File: config.mk
export PLATFORM = sky130hd
export DESIGN_NAME = jtag_scan_master
export DESIGN_NICKNAME = d
export VERILOG_FILES = /design/src/rtl/jtag_master_pkg.sv /design/src/rtl/tck_gen.sv /design/src/rtl/jtag_scan_master.sv
export SDC_FILE = /design/constraint.sdc
export NUM_CORES = 1
export LEC_CHECK = 0
export ABC_AREA = 1
export CORE_ASPECT_RATIO = 1.1
export CORE_MARGIN = 1.5
export CORE_UTILIZATION = 60
export CTS_BUF_LIST = sky130_fd_sc_hd__clkbuf_4
export CTS_CLUSTER_SIZE = 10
export DETAILED_ROUTE_END_ITERATION = 10
export DONT_BUFFER_PORTS = 1
export GPL_TIMING_DRIVEN = 0
export PLACE_DENSITY = 0.84
export SYNTH_ARGS = -nofsm -noshare
export SYNTH_HDL_FRONTEND = slang
export SYNTH_HIERARCHICAL = 1
export SYNTH_SLANG_ARGS = --single-unit
File: constraint.sdc
create_clock -name sys_clk -period 2.4 [get_ports sys_clk]
set_input_delay 0.24 -clock sys_clk [delete_from_list [all_inputs] [get_ports sys_clk]]
set_output_delay 0.24 -clock sys_clk [all_outputs]
set_load 0.01 [all_outputs]
File: src/rtl/jtag_master_pkg.sv
// ============================================================================
// Module : jtag_master_pkg
// Brief  : Shared types, FSM encodings and TMS patterns for the JTAG scan master
// Rev    : 1.0  initial release
// ============================================================================
`default_nettype none

package jtag_master_pkg;

  typedef enum logic [1:0] {
    OP_RESET   = 2'b00,
    OP_SCAN_IR = 2'b01,
    OP_SCAN_DR = 2'b10,
    OP_IDLE    = 2'b11
  } op_e;

  typedef logic [2:0] state_e;

  localparam state_e ST_IDLE  = 3'd0;
  localparam state_e ST_TRST  = 3'd1;
  localparam state_e ST_HDR   = 3'd2;
  localparam state_e ST_SHIFT = 3'd3;
  localparam state_e ST_TAIL  = 3'd4;
  localparam state_e ST_RUNI  = 3'd5;
  localparam state_e ST_DONE  = 3'd6;

  // TMS patterns are stored LSB-first: bit i is driven on the i-th TCK of the phase.
  localparam logic [2:0] HDR_DR   = 3'b001;
  localparam logic [3:0] HDR_IR   = 4'b0011;
  localparam logic [1:0] TAIL     = 2'b01;
  localparam logic [5:0] TRST_TMS = 6'b011111;

  function automatic logic tms_bit(input state_e st, input logic [4:0] idx,
                                   input op_e op, input logic [4:0] len);
    logic r;
    r = 1'b0;
    case (st)
      ST_TRST:  r = TRST_TMS[idx[2:0]];
      ST_HDR:   r = (op == OP_SCAN_IR) ? HDR_IR[idx[1:0]] : HDR_DR[idx[1:0]];
      ST_SHIFT: r = (idx == len);
      ST_TAIL:  r = TAIL[idx[0]];
      default:  r = 1'b0;
    endcase
    return r;
  endfunction

endpackage

`default_nettype wire

File: src/rtl/tck_gen.sv
// ============================================================================
// Module : tck_gen
// Brief  : TCK divider with pre-edge strobes; tck parks low whenever run is low
// Rev    : 1.0  initial release
// ============================================================================
`default_nettype none

module tck_gen #(
  parameter int CLK_DIV = 4
) (
  input  logic sys_clk,
  input  logic sys_rst,
  input  logic run,
  output logic tck,
  output logic fall_stb,
  output logic rise_stb
);

  localparam int CW = $clog2(CLK_DIV);

  logic [CW-1:0] cnt_q, cnt_d;
  logic          tck_q, tck_d;
  logic          last;

  // Strobes are high in the cycle whose closing edge flips tck.
  assign last     = run && (cnt_q == CW'(CLK_DIV - 1));
  assign rise_stb = last && !tck_q;
  assign fall_stb = last && tck_q;
  assign tck      = tck_q;

  always_comb begin
    cnt_d = cnt_q;
    tck_d = tck_q;
    if (!run) begin
      cnt_d = '0;
      tck_d = 1'b0;
    end else if (last) begin
      cnt_d = '0;
      tck_d = ~tck_q;
    end else begin
      cnt_d = cnt_q + 1'b1;
    end
  end

  always_ff @(posedge sys_clk or negedge sys_rst) begin
    if (!sys_rst) begin
      cnt_q <= '0;
      tck_q <= 1'b0;
    end else begin
      cnt_q <= cnt_d;
      tck_q <= tck_d;
    end
  end

endmodule

`default_nettype wire

File: src/rtl/jtag_scan_master.sv
// ============================================================================
// Module : jtag_scan_master
// Brief  : Command-driven JTAG sequencer: TAP reset, IR/DR scans and idle clocks
// Rev    : 1.0  initial release
// ============================================================================
`default_nettype none

module jtag_scan_master
  import jtag_master_pkg::*;
#(
  parameter int CLK_DIV = 4,
  parameter int MAX_LEN = 32
) (
  input  logic               sys_clk,
  input  logic               sys_rst,
  input  logic               cmd_valid,
  output logic               cmd_ready,
  input  logic [1:0]         cmd_op,
  input  logic [4:0]         cmd_len,
  input  logic [MAX_LEN-1:0] cmd_data,
  output logic               rsp_valid,
  output logic [MAX_LEN-1:0] rsp_data,
  output logic               busy,
  output logic               tck,
  output logic               tms,
  output logic               tdi,
  output logic               trst,
  input  logic               tdo
);

  state_e             state_q, state_d;
  logic [4:0]         bit_q, bit_d;
  op_e                op_q, op_d;
  logic [4:0]         len_q, len_d;
  logic [MAX_LEN-1:0] data_q, data_d;
  logic [MAX_LEN-1:0] cap_q, cap_d;
  logic [MAX_LEN-1:0] rsp_data_q, rsp_data_d;
  logic               rsp_valid_q, rsp_valid_d;
  logic               tms_q, tms_d;
  logic               tdi_q, tdi_d;
  logic               trst_q, trst_d;

  logic   run, fall_stb, rise_stb, adv;
  state_e nstate;
  logic [4:0] nbit;

  // TCK is held off for the first cycle after reset so trst deasserts first.
  assign run = trst_q && (state_q inside {ST_TRST, ST_HDR, ST_SHIFT, ST_TAIL, ST_RUNI});

  tck_gen #(.CLK_DIV(CLK_DIV)) u_tck_gen (
    .sys_clk  (sys_clk),
    .sys_rst  (sys_rst),
    .run      (run),
    .tck      (tck),
    .fall_stb (fall_stb),
    .rise_stb (rise_stb)
  );

  always_comb begin
    state_d     = state_q;
    bit_d       = bit_q;
    op_d        = op_q;
    len_d       = len_q;
    data_d      = data_q;
    cap_d       = cap_q;
    rsp_data_d  = rsp_data_q;
    rsp_valid_d = 1'b0;
    tms_d       = tms_q;
    tdi_d       = tdi_q;
    trst_d      = 1'b1;
    adv         = 1'b0;
    nstate      = state_q;
    nbit        = bit_q;

    case (state_q)
      ST_IDLE: begin
        if (cmd_valid) begin
          op_d   = op_e'(cmd_op);
          len_d  = cmd_len;
          data_d = cmd_data;
          cap_d  = '0;
          adv    = 1'b1;
          nbit   = 5'd0;
          case (op_e'(cmd_op))
            OP_RESET:               nstate = ST_TRST;
            OP_SCAN_IR, OP_SCAN_DR: nstate = ST_HDR;
            default:                nstate = ST_RUNI;
          endcase
        end
      end
      ST_DONE: begin
        state_d = ST_IDLE;
        if ((op_q == OP_SCAN_IR) || (op_q == OP_SCAN_DR)) begin
          rsp_valid_d = 1'b1;
          rsp_data_d  = cap_q;
        end
      end
      ST_TRST, ST_HDR, ST_SHIFT, ST_TAIL, ST_RUNI: begin
        if (rise_stb && (state_q == ST_SHIFT)) cap_d[bit_q] = tdo;
        if (fall_stb) begin
          adv  = 1'b1;
          nbit = bit_q + 5'd1;
          case (state_q)
            ST_TRST: if (bit_q == 5'd5) begin
              nstate = ST_DONE;
              nbit   = 5'd0;
            end
            ST_HDR: if (bit_q == ((op_q == OP_SCAN_IR) ? 5'd3 : 5'd2)) begin
              nstate = ST_SHIFT;
              nbit   = 5'd0;
            end
            ST_SHIFT: if (bit_q == len_q) begin
              nstate = ST_TAIL;
              nbit   = 5'd0;
            end
            ST_TAIL: if (bit_q == 5'd1) begin
              nstate = ST_DONE;
              nbit   = 5'd0;
            end
            default: if (bit_q == len_q) begin
              nstate = ST_DONE;
              nbit   = 5'd0;
            end
          endcase
        end
      end
      default: state_d = ST_IDLE;
    endcase

    // TMS/TDI for the upcoming TCK period are launched with the falling edge.
    if (adv) begin
      state_d = nstate;
      bit_d   = nbit;
      tms_d   = tms_bit(nstate, nbit, op_d, len_d);
      tdi_d   = (nstate == ST_SHIFT) ? data_d[nbit] : 1'b0;
    end
  end

  always_ff @(posedge sys_clk or negedge sys_rst) begin
    if (!sys_rst) begin
      state_q     <= ST_TRST;
      bit_q       <= 5'd0;
      op_q        <= OP_RESET;
      len_q       <= 5'd0;
      data_q      <= '0;
      cap_q       <= '0;
      rsp_data_q  <= '0;
      rsp_valid_q <= 1'b0;
      tms_q       <= 1'b1;
      tdi_q       <= 1'b0;
      trst_q      <= 1'b0;
    end else begin
      state_q     <= state_d;
      bit_q       <= bit_d;
      op_q        <= op_d;
      len_q       <= len_d;
      data_q      <= data_d;
      cap_q       <= cap_d;
      rsp_data_q  <= rsp_data_d;
      rsp_valid_q <= rsp_valid_d;
      tms_q       <= tms_d;
      tdi_q       <= tdi_d;
      trst_q      <= trst_d;
    end
  end

  assign cmd_ready = (state_q == ST_IDLE);
  assign busy      = ~cmd_ready;
  assign rsp_valid = rsp_valid_q;
  assign rsp_data  = rsp_data_q;
  assign tms       = tms_q;
  assign tdi       = tdi_q;
  assign trst      = trst_q;

endmodule

`default_nettype wire

==> impl_metrics.csv <==
group,metric,value,unit
grt,use_met2,0.534,
synth,seq_area_frac_synth,0.516,
grt,grt_use_total,0.316,
setup_path,startpoint,"state_q[0]",
cells_and_area,area_growth,22.3,%
run_status,status,"finished, violations left",
detailed_routing,drc,0,
run_status,violations,"negative hold slack, negative setup slack",
synth,synth_area,5720,µm²
cells_and_area,fin_util,0.752,
grt,grt_max_degree,119,
setup_path,crit_fanout,7,
flow_run,drv_cap,0,
sta,tightest_slew,631,ps
sta,whs,-615,ps
power_and_ir_drop,internal_power,3930,µW
synth,synthDistinctLibCells,39,
detailed_routing,drt-initial-drc-count,409,
detailed_routing,avgViaCountPerCell,5.84,
setup_path,r2r_cells,20,
setup_path,r2r_start,"state_q[0]",
power_and_ir_drop,p_switching,2480,µW
cts,ctsHtreeMaxLevel,4,
synth,async_reset_ff_frac,1.00,
sta,rsz0062_at_grt,"true",
sta,report.final.slew_viol_count,0,
cts,cts_hold_buf,41,
sta,slew_headroom,0.578,
synth,synth_edf_count,0,
grt,grt_pass1_wl,24600,µm
die,start_util,0.615,
place,dp.cells,820,
power_and_ir_drop,ir_drop,0.000680,V
cts,clk-insertion-delay-late,530,ps
cells_and_area,nets,838,
power_and_ir_drop,sw_frac_of_total,0.388,
grt,grt_pass1_vias,5335,
die,die_area,10100,µm²
place,routabilityCongestion,0.891,
power_and_ir_drop,p_per_area,916,nW/µm²
sta,period_needed,2620,ps
grt,gr-max-usage-layer,"met2",
detailed_routing,wl,15100,µm
detailed_routing,first_pass_iters,6,
cells_and_area,fin_area,7000,µm²
setup_path,reg2reg_slack,-220,ps
setup_path,arrival,3100,ps
die,io_pins,82,
cells_and_area,finalNonFillerCells,917,
sta,worst_clock_skew,16.7,ps
grt,use_met3,0.0707,
power_and_ir_drop,power_frac_comb,0.364,
die,fp.dieW,96.1,µm
synth,syn-instance-count,703,
setup_path,endpoint_kind,"flop",
cells_and_area,diodes,0,
die,core,9310,µm²
grt,grt_overflow,0,
setup_path,crit_required,2880,ps
power_and_ir_drop,pwr-share-seq,0.399,
setup_path,crit_type,"reg -> reg",
synth,synth_flop_cell,"dfrtp_1",
cts,cts_root_buffer,"clkbuf_4",
cts,clockBufferDepth,2,
cts,cts.sinks,118,
cells_and_area,nFillCells,605,
cts,clkSlewWorstSetupHoldPaths,120,ps
sta,hold_violations,118,
power_and_ir_drop,p_leak,0.00354,µW
grt,antenna_found_initial,0,
die,num_rows,37,
place,place_area,5900,µm²
detailed_routing,ant_nets,0,
sta,setup_ws,-223,ps
place,place_hpwl,9450,µm
setup_path,cp-start-kind,"flop",
cts,cts_made_buffers,17,
detailed_routing,vias,5358,
cells_and_area,drive_gt1_frac,0.183,
setup_path,reg2reg_to,"tms",
synth,ys_ff_latch,118,
sta,fmax,381,MHz
die,dieHeight,105,µm
place,port_buffers,0,
synth,postSynthAreaPerCell,8.14,µm²
synth,syn_nets,754,
synth,yosysWarnings,6,
min_path,hold_path_class,"in -> async",
grt,grt_use_met1,0.378,
detailed_routing,wl_per_cell,16.5,µm
sta,period_share,1.09,
power_and_ir_drop,p_clk_frac,0.237,
cts,cts_tree,"built",
sta,setup_viol,2,
flip-flops by register name, indices dropped and copies added, names as in the netlist:
signal and count:
op_q 2, trst 1, data_q 32, u_tck_gen/tck 1
u_tck_gen/cnt_q 2, tms 1, tdi 1, cap_q 32
state_q 3, rsp_valid 1, bit_q 5, rsp_data 32
len_q 5
kinds of logic (layout without fill, tap and decap cells):
logic type | after synthesis | count (layout) | share of synthesized area
XOR/XNOR | 7 | 7 | 0.0120
AND/OR/NAND/NOR | 394 | 394 | 0.285
flip-flops | 118 | 118 | 0.516
buffers and inverters | 81 | 178 | 0.0597
AO/OA/AOI/OAI | 94 | 94 | 0.108
other | 1 | 1 | 0.000655
adder cells (fa/ha/maj) | 8 | 8 | 0.0175
cell usage in the layout (no fill, tap or decap), drive strengths merged:
cell type    instances
nand2              287
dfrtp              116
nand3               65
inv                 51
dlygate4sd3         41
buf                 39
clkbuf              34
nor2                32
a22oi               29
a31oi               29
o21ai               21
ha                   8
clkinv               7
xnor2                6
a21oi                6
nor3                 4
o211ai               4
bufinv               3
clkinvlp             3
or2                  2
nand4                2
a311oi               2
dfstp                2
nor4                 1
o22ai                1
a21bo                1
o21a                 1
xor2                 1
nand3b               1
conb                 1
worst max-delay path, cell delays in order, from the launching register on:
cell and delay, ps:
dfstp_2 610, inv_4 80, nor2_4 120, nor2_4 60
o21ai_4 60, nand2_2 60, inv_2 80, nand2_2 70
nor2_4 180, inv_2 100, a21oi_1 140, o21ai_0 140
nand2_2 170, inv_2 110, nand2_1 80, nand3_1 100
nor2_1 110, nand3_1 80, nand2_1 80, nand2_1 60
nand2_1 60
layout make-up:
type / count / area, µm² / area share
clock inverter: 15 / 179 / 0.0256
clock buffer: 17 / 128 / 0.0182
timing repair buffer: 65 / 607 / 0.0867
sequential: 118 / 2960 / 0.423
multi-input combinational: 504 / 2590 / 0.370
tap: 117 / 146 / 0.0209
inverter: 49 / 199 / 0.0284
buffer: 32 / 193 / 0.0275
worst max path at each step:
stage,slack [ps],endpoint,cells past startpoint
after floorplan,20,tdi,21
after global placement,-320,tdi,22
after detailed placement,-390,tdi,21
after CTS,-110,tms,22
after global routing,-360,tms,21
final,-220,tms,20
stage by stage:
step                      worst slack, ps  power [µW]  TNS [ps]  hold WS, ps
after global placement               -321        4320     -1000        -51.9
after global routing                 -357        6740      -712         -638
after floorplan                      15.5        3950         0        -55.6
final                                -223        6410      -398         -615
after CTS                            -109        6210      -207         -636
after detailed placement             -393        4420     -2870        -52.3
Yosys cell counts (3+ instances only):
| cell type | count | area, µm² |
|---|---|---|
| a21oi_1 | 6 | 30.0 |
| a22oi_1 | 29 | 218 |
| a31oi_1 | 29 | 181 |
| buf_2 | 13 | 65.1 |
| clkbuf_1 | 15 | 56.3 |
| dfrtp_1 | 116 | 2900 |
| ha_1 | 8 | 100 |
| inv_1 | 41 | 154 |
| inv_2 | 7 | 26.3 |
| nand2_1 | 280 | 1050 |
| nand2_2 | 4 | 25.0 |
| nand2_4 | 3 | 33.8 |
| nand3_1 | 64 | 320 |
| nor2_1 | 28 | 105 |
| nor2_2 | 3 | 18.8 |
| nor3_1 | 4 | 20.0 |
| o211ai_1 | 4 | 30.0 |
| o21ai_0 | 13 | 65.1 |
| o21ai_1 | 4 | 20.0 |
| o21ai_2 | 4 | 35.0 |
| xnor2_1 | 5 | 43.8 |
what timing repair did:
action,in CTS,in global routing
setup buffers,20,3
pin swaps,14,11
setup endpoints to repair,31,31
gates cloned,1,0
resized for setup,33,38
endpoints found under the hold margin,162,118
power groups by stage:
| stage | Sequential [µW] | Combinational (µW) | Clock (µW) |
|---|---|---|---|
| global route | 2590 | 2540 | 1610 |
| floorplan | 2530 | 1420 | 0 |
| global placement | 2550 | 1770 | 0 |
| finish | 2560 | 2330 | 1520 |
| CTS | 2550 | 2140 | 1520 |
| detailed placement | 2580 | 1840 | 0 |
metal layers:
layer,vias up,wire [µm]
met5,-,0
met4,0,495
met3,55,941
met2,277,7790
met1,2544,5870
li1,2482,-
(Power assumes the default switching activity.)
